`config.mk`:
```
export PLATFORM = sky130hd
export DESIGN_NAME = clause_loader
export DESIGN_NICKNAME = d
export VERILOG_FILES = /design/src/rtl/clause_loader.sv
export SDC_FILE = /design/constraint.sdc
export NUM_CORES = 2
export LEC_CHECK = 0
export CORE_AREA = 2 2 502 354
export DETAILED_ROUTE_END_ITERATION = 10
export DIE_AREA = 0 0 504 356
export PLACE_DENSITY = 0.52
export SLEW_MARGIN = 10
export SYNTH_ARGS = -nofsm -noshare
export SYNTH_HDL_FRONTEND = slang
export SYNTH_SLANG_ARGS = --single-unit
```
`constraint.sdc`:
```
create_clock -name clk -period 3.9 [get_ports clk]
set_input_delay 0.78 -clock clk [delete_from_list [all_inputs] [get_ports clk]]
set_output_delay 0.78 -clock clk [all_outputs]
set_load 0.005 [all_outputs]
```
`src/rtl/clause_loader.sv`:
```
// Clause loader: holds a host-written clause buffer and streams it into the
// distribution unit, then issues finish plus the decision literal and waits for the solve outcome.
module clause_loader #(
    parameter int DEPTH   = 64,
    parameter int CLA_W   = 24,
    parameter int LIT_W   = 8,
    parameter int SETTLE  = 2,
    parameter int TIMEOUT = 65535
) (
    input  logic                     clk,
    input  logic                     rst,
    input  logic                     host_we,
    input  logic [$clog2(DEPTH)-1:0] host_waddr,
    input  logic [CLA_W-1:0]         host_wdata,
    input  logic [$clog2(DEPTH):0]   host_num_cla,
    input  logic [LIT_W-1:0]         host_uc,
    input  logic                     host_go,
    output logic                     busy,
    output logic                     done,
    output logic                     res_conflict,
    output logic                     res_timeout,
    output logic                     mem2carb_start,
    output logic                     mem2carb_finish,
    output logic [CLA_W-1:0]         mem2carb_clause,
    output logic                     mem2carb_uc_valid,
    output logic [LIT_W-1:0]         mem2carb_uc,
    input  logic                     carb_empty,
    input  logic                     conflict
);
    localparam int AW = $clog2(DEPTH);
    localparam int NW = AW + 1;
    localparam int CW = $clog2(TIMEOUT + 1);

    typedef enum logic [2:0] {IDLE, STREAM, FIN, WAIT, DONE} state_t;

    state_t           state_reg;
    logic [CLA_W-1:0] clause_mem [DEPTH];
    logic [NW-1:0]    num_reg;
    logic [NW-1:0]    idx_reg;
    logic [LIT_W-1:0] uc_reg;
    logic [CW-1:0]    cnt_reg;
    logic             conflict_reg;

    logic [NW-1:0]    num_next;
    logic [AW-1:0]    rd_addr;
    logic [CLA_W-1:0] rd_data;

    assign num_next = (host_num_cla > NW'(DEPTH)) ? NW'(DEPTH) : host_num_cla;
    // Clause 0 is fetched in the go cycle itself, before any same-cycle write lands.
    assign rd_addr  = (state_reg == IDLE) ? '0 : idx_reg[AW-1:0];
    assign rd_data  = clause_mem[rd_addr];

    always_ff @(posedge clk) begin
        if (state_reg == IDLE && host_we) begin
            clause_mem[host_waddr] <= host_wdata;
        end
    end

    always_ff @(posedge clk) begin
        if (rst) begin
            state_reg         <= IDLE;
            num_reg           <= '0;
            idx_reg           <= '0;
            uc_reg            <= '0;
            cnt_reg           <= '0;
            conflict_reg      <= 1'b0;
            busy              <= 1'b0;
            done              <= 1'b0;
            res_conflict      <= 1'b0;
            res_timeout       <= 1'b0;
            mem2carb_start    <= 1'b0;
            mem2carb_finish   <= 1'b0;
            mem2carb_clause   <= '0;
            mem2carb_uc_valid <= 1'b0;
            mem2carb_uc       <= '0;
        end else begin
            mem2carb_start    <= 1'b0;
            mem2carb_finish   <= 1'b0;
            mem2carb_clause   <= '0;
            mem2carb_uc_valid <= 1'b0;
            mem2carb_uc       <= '0;
            done              <= 1'b0;
            case (state_reg)
                IDLE: begin
                    if (host_go) begin
                        busy         <= 1'b1;
                        res_conflict <= 1'b0;
                        res_timeout  <= 1'b0;
                        conflict_reg <= 1'b0;
                        num_reg      <= num_next;
                        uc_reg       <= host_uc;
                        if (num_next == '0) begin
                            state_reg         <= FIN;
                            mem2carb_finish   <= 1'b1;
                            mem2carb_uc_valid <= 1'b1;
                            mem2carb_uc       <= host_uc;
                        end else begin
                            state_reg       <= STREAM;
                            mem2carb_start  <= 1'b1;
                            mem2carb_clause <= rd_data;
                            idx_reg         <= NW'(1);
                        end
                    end
                end
                STREAM: begin
                    // Conflicts never abort the stream; the receiver still needs finish.
                    conflict_reg <= conflict_reg | conflict;
                    if (idx_reg == num_reg) begin
                        state_reg         <= FIN;
                        mem2carb_finish   <= 1'b1;
                        mem2carb_uc_valid <= 1'b1;
                        mem2carb_uc       <= uc_reg;
                    end else begin
                        mem2carb_start  <= 1'b1;
                        mem2carb_clause <= rd_data;
                        idx_reg         <= idx_reg + NW'(1);
                    end
                end
                FIN: begin
                    conflict_reg <= conflict_reg | conflict;
                    cnt_reg      <= '0;
                    state_reg    <= WAIT;
                end
                WAIT: begin
                    if (cnt_reg != CW'(TIMEOUT)) begin
                        cnt_reg <= cnt_reg + CW'(1);
                    end
                    if (conflict_reg || conflict) begin
                        res_conflict <= 1'b1;
                        done         <= 1'b1;
                        state_reg    <= DONE;
                    end else if (cnt_reg >= CW'(SETTLE - 1) && carb_empty) begin
                        done      <= 1'b1;
                        state_reg <= DONE;
                    end else if (cnt_reg == CW'(TIMEOUT - 1)) begin
                        res_timeout <= 1'b1;
                        done        <= 1'b1;
                        state_reg   <= DONE;
                    end
                end
                DONE: begin
                    busy      <= 1'b0;
                    state_reg <= IDLE;
                end
                default: state_reg <= IDLE;
            endcase
        end
    end
endmodule

```
Word-level counts from Yosys, hierarchy flattened
Memories as Yosys holds them, arrays and structs flattened.
Cells that the tools add are included.
W data, S select, Z words.
{"block": "word_totals", "register_bits": 80, "latch_bits": 0, "mem_bits_rw": 1536, "romBits": 0, "inputBits": 51, "output_inout_bits": 39, "elab_cells": 104, "mem_count": 1}
{"name": "clause_mem", "words": 64, "width": 24, "rd": 1, "rd_ports_with_merged_regs": 0, "write_ports": 1, "line": "37", "source": "logic [CLA_W-1:0] clause_mem [DEPTH];"}
{"block": "op_classes", "addsub": 2, "multipliers": 0, "n_div": 0, "n_lt_le_gt_ge": 2, "n_eq_ne": 17, "shifts": 0, "n_mux": 46, "bitwise": 2, "reduce_logical": 20}
{"cell": "$mux W24", "n": 3}
{"cell": "$pmux W24 S2", "n": 1}
{"cell": "$pmux W16 S2", "n": 1}
{"cell": "$mux W7", "n": 4}
{"cell": "$mux W8", "n": 3}
{"cell": "$ne A2 B2 Y1 const B", "n": 9}
{"cell": "$mux W1", "n": 17}
{"cell": "$add A16 B1 Y16 const B", "n": 1}
{"cell": "$eq A16 B16 Y1 const B", "n": 1}
{"cell": "$ge A16 B1 Y1 const B", "n": 1}
{"cell": "$mux W16", "n": 1}
{"cell": "$ne A16 B16 Y1 const B", "n": 1}
{"cell": "$pmux W8 S2", "n": 1}
{"cell": "$mux W3", "n": 5}
{"cell": "$pmux W7 S2", "n": 1}
{"cell": "$pmux W1 S2", "n": 6}
{"cell": "$pmux W3 S4", "n": 1}
{"cell": "$reduce_bool A2 Y1", "n": 5}
{"cell": "$reduce_and A2 Y1", "n": 4}
{"cell": "$add A7 B1 Y7 const B", "n": 1}
{"cell": "$eq A7 B7 Y1", "n": 1}
{"cell": "$gt A7 B7 Y1 const B", "n": 1}
{"cell": "$logic_not A7 Y1", "n": 1}
{"cell": "$eq A3 B2 Y1 const B", "n": 2}
{"cell": "14 further kinds", "n": 17}

Longest topological paths before layout
{"block": "logic_depth", "word_depth": 6, "depth_mapped": 10, "depth_no_buf": 8}

Worst setup path before layout
OpenSTA, ideal clock, no wires.
{"block": "synth_timing", "kind": "register to register", "start": "register state_reg[2]", "end": "memory clause_mem[48][0], enable pin", "setup_time_ns": 0.405, "t_arrival_ns": 2.700, "required_time_ns": 3.495, "setup_slack_ns": 0.795, "path_stages_with_launch": 9, "n_path_buf": 4, "period_less_slack_ns": 3.105, "path_cell_list": "dfxtp_1 > buf_6 > or3_4 > buf_6 > buf_2 > buf_2 > nor2_1 > nand2_1 > nor2_1"}
{"block": "synth_between", "elab_chain_cells": 4}
{"item": "start: declaration", "line": "36", "source": "state_t state_reg;"}
{"item": "start signal: assignment", "line": "61", "source": "state_reg <= IDLE;"}
{"item": "start signal: assignment", "line": "93", "source": "state_reg <= FIN;"}
{"item": "start signal: assignment", "line": "98", "source": "state_reg <= STREAM;"}
{"item": "$logic_not A3 Y1", "line": "54", "source": "if (state_reg == IDLE && host_we) begin"}
{"item": "$logic_and A1 B1 Y1", "line": "54"}
{"item": "$mux W1", "line": "54"}
{"item": "$mux W1 (not written as such)", "line": "55", "source": "clause_mem[host_waddr] <= host_wdata;"}
{"item": "end: declaration", "line": "37"}
Every way passes these cells.

Worst setup path after layout
{"block": "layout_timing", "start": "register idx_reg[0]", "end": "register mem2carb_clause[0]"}
{"block": "layout_between", "elab_chain_cells": 5, "elab_cells_between_ends": 7, "classes_between": "eq/ne: 1; mux: 5; memory: 1"}
{"item": "start: declaration", "line": "39", "source": "logic [NW-1:0] idx_reg;"}
{"item": "start signal: assignment", "line": "116", "source": "idx_reg <= idx_reg + NW'(1);"}
{"item": "$mux W6", "line": "50", "source": "assign rd_addr = (state_reg == IDLE) ? '0 : idx_reg[AW-1:0];"}
{"item": "$mem_v2 Z64 W24"}
{"item": "$mux W24", "line": "92", "source": "if (num_next == '0) begin"}
{"item": "$mux W24", "line": "85", "source": "if (host_go) begin"}
{"item": "$pmux W24 S2 (*)", "line": "83", "source": "case (state_reg)"}
{"item": "end signal: assignment", "line": "100", "source": "mem2carb_clause <= rd_data;"}
{"item": "end signal: assignment", "line": "115", "source": "mem2carb_clause <= rd_data;"}
{"item": "end: declaration", "line": "24", "source": "output logic [CLA_W-1:0] mem2carb_clause,"}
Every way passes the cells marked *; elsewhere a longest branch is shown, timed or not.
A chain may end at the register's enable or synchronous reset.

==> impl_metrics.tcl <==
set metrics [dict create \
    outcome "finished clean" \
    htree_levels 4 \
    portBuffers 89 \
    final-max-slew-violation-count 0 \
    timing.critical_path.buf_inv 2 \
    crit_top_cell "o2bb2ai_1" \
    synth_top_family_by_area "compound AO/OA/AOI/OAI gates" \
    synth_fa_ha_area_share_pct 0.0972 \
    hold_path_class "in2reg" \
    gp_congestion 0.893 \
    cp_max_fo 42 \
    synth_top_area_share_pct 71.7 \
    crit_path_top_delay_cell "nor4_1" \
    drcViolationCount 0 \
    postCtsSetupBuffers 0 \
    die_w_um 504 \
    grt_pass1_vias 36900 \
    synth-async-reset-ratio_pct 0 \
    period_minus_slack_ns 3.59 \
    grt.met1_usage_pct 36.3 \
    critPathArrivalTime_ns 4.26 \
    final_cell_mix "edfxtp_1, nand2_1, buf_4, nor2b_1, a31oi_1" \
    synth-compound-area-share_pct 12.5 \
    insertion_delay_ns 0.81 \
    layout.nets 4399 \
    grtUsageMet2_pct 30.8 \
    final.setup.tns_ns 0 \
    cp_top_family "simple AND/OR/NAND/NOR gates" \
    synthCells 4138 \
    critical_path.cell_chain "buf_12 > buf_4 > mux2_2 > a222oi_1 > o2bb2ai_1 > nor4_1 > o2bb2ai_1" \
    cp.required_ns 4.57 \
    synth_mux_area_share_pct 4.26 \
    final-setup-viol-count 0 \
    syn_nets 4194 \
    multi_input_area_mm2 0.0154 \
    nFillCells 15900 \
    slew_headroom_pct 14.6 \
    rows 129 \
    die_area_mm2 0.179 \
    setup.worst_path.end_class "flip-flop" \
    tightest_slew_ns 1.28 \
    cts-resized-gates 0 \
    first_pass_iters 6 \
    cts-root-buf "clkbuf_16" \
    final_common_cell "edfxtp_1" \
    netlist_area_mm2 0.0643 \
    cts_tree "yes" \
    dp_hpwl_um 135000 \
    totalWireLength_um 212000 \
    die_h_um 356 \
    path_clk_slew_ns 0.07 \
    place_ws_ns 0.318 \
    grtUsageTotal_pct 23.3 \
    leakage_nw 23.6 \
    synth_seq_area_share_pct 74.2 \
    syn_to_final_growth_pct 16.3 \
    synth-seq-cells 1616 \
    final_util_pct 42.7 \
    clock_path_buffers 3 \
    dr.first_iter.drc_count 5590 \
    syn_area_per_cell_um2 15.5 \
    wire_per_inst_um 31.1 \
    fin_skew_ns 0.0494 \
    drtAntennaViolNets 0 \
    grt_max_degree 125 \
    via_count 39900 \
    antenna_found_initial 20 \
    grt.busiest_layer "met1" \
    worstSetupPathType "reg2reg" \
    synth_simple_gate_area_share_pct 6.38 \
    grt_pass1_wl_um 296000 \
    critPathMaxStageDelay_ns 0.92 \
    clock_sinks 1616 \
    synth_top_area_cell "edfxtp_1" \
    power_density_mw_per_mm2 506 \
    final_cells 6829 \
    synthDistinctLibCells 64 \
    postCtsHoldBufs 0 \
    synth_flop_cell "edfxtp_1" \
    drive_above_1_share_pct 16.7 \
    numCtsBuffers 157 \
    placed_area_mm2 0.0700 \
    start_util_pct 36.7 \
    ios 90 \
    max_freq_ghz 0.278 \
    fin_crit_sh_pct 92.1 \
    final_cell_area_mm2 0.0748 \
    synthXorXnorAreaFrac_pct 0.327 \
    hold_viol 0 \
    overflow 0 \
    ir_worst_vdd_uv 435 \
    synth_top_cells_by_area "edfxtp_1, mux2i_1, dfxtp_1, nor2b_1, a31oi_1" \
    core_region_area_mm2 0.175 \
    place_inst 6542 \
    synth_edf_count 1536 \
    ys_warn_count 0 \
    largest_reg_flops 1536 \
    cap_violations 0 \
    use_met3_pct 8.12 \
    worst_slack_ns 0.308 \
    startpoint_type "flip-flop" \
    rsz0062_at_grt "no" \
    seq_area_mm2 0.0477 \
    viasPerCell 5.84 \
]
==> through the flow <==
| step | power, mW | hold WS [ns] |
|---|---|---|
| 5_1_grt | 39.0 | 0.225 |
| 3_3_place_gp | 23.5 | 0.442 |
| 2_1_floorplan | 21.6 | 0.437 |
| 4_1_cts | 38.0 | 0.203 |
| 3_5_place_dp | 23.6 | 0.447 |
| 6_report | 37.8 | 0.254 |
==> kinds of logic (layout without fill, tap and decap cells) <==
logic type	Yosys count	count (layout)
XOR/XNOR	24	24
AO/OA/AOI/OAI	1072	1072
AND/OR/NAND/NOR	822	822
other	0	6
flip-flops	1616	1616
adder cells (fa/ha/maj)	5	5
multiplexers	265	265
buffers and inverters	334	661
==> cell type report <==
class                      count  area share, %
timing repair buffer         372           5.26
clock buffer                 224           5.83
tap                         2358           3.94
clock inverter                57          0.582
antenna                        6         0.0201
inverter                       8         0.0401
sequential                  1616           63.8
multi-input combinational   2188           20.5
==> where the power goes <==
part           switching, mW  internal, mW  leakage, nW
Sequential             0.157          19.1         14.5
Combinational           2.71          1.27         6.85
Clock                   6.65          7.95         2.33
Total                   9.51          28.3         23.6
==> worst reg2reg max path: cells and delay by family, from the launching register on <==
family	cells	cell delay (ns)
multiplexers	1	0.37
flip-flops	1	0.79
AO/OA/AOI/OAI	3	0.69
buffers and inverters	2	0.68
AND/OR/NAND/NOR	1	0.92
==> cells in the mapped netlist (4+ instances only) <==
cell type / number
o221a_2: 48
a211oi_1: 30
mux2_2: 72
buf_2: 96
dfxtp_1: 80
nand4_1: 35
and2_1: 31
a31oi_1: 194
xor2_1: 7
o22ai_1: 24
and3_1: 28
nand3_1: 58
clkbuf_1: 180
mux2i_1: 193
nor2_1: 137
o2bb2ai_1: 48
nor3_1: 14
o2111ai_1: 27
a222oi_1: 24
inv_1: 7
a221oi_1: 72
o211ai_1: 25
buf_4: 11
o221ai_1: 96
a21oi_1: 144
xnor2_1: 17
a31o_2: 23
o211a_1: 25
nand2_1: 264
nor4_1: 29
o21ai_0: 98
edfxtp_1: 1536
nor3b_1: 4
a32oi_1: 48
buf_1: 31
or3_1: 4
buf_6: 8
nand3b_1: 9
a221o_1: 48
nor2b_1: 195
o21ai_1: 5
a22oi_1: 80
ha_1: 5
==> final timing paths <==
path,depth (start not counted),start,end,slack (ns)
worst min register to register,2,uc_reg[4]$_SDFFE_PP0P_,uc_reg[4]$_SDFFE_PP0P_,0.45
worst max-delay path,7,idx_reg[0]$_SDFFE_PP0P_,mem2carb_clause[0]$_SDFF_PP0_,0.31
worst min-delay path,1,host_wdata[9],clause_mem[12][9]$_DFFE_PP_,0.25
worst max register to register,7,idx_reg[0]$_SDFFE_PP0P_,mem2carb_clause[0]$_SDFF_PP0_,0.31
==> routing by layer <==
metal / wire length (um) / share of wire, %
met1: 99400 / 47
met2: 84300 / 40
met3: 25700 / 12
met4: 3030 / 1.4
met5: 67 / 0.032
No activity file was read; power rests on OpenSTA's default activity.
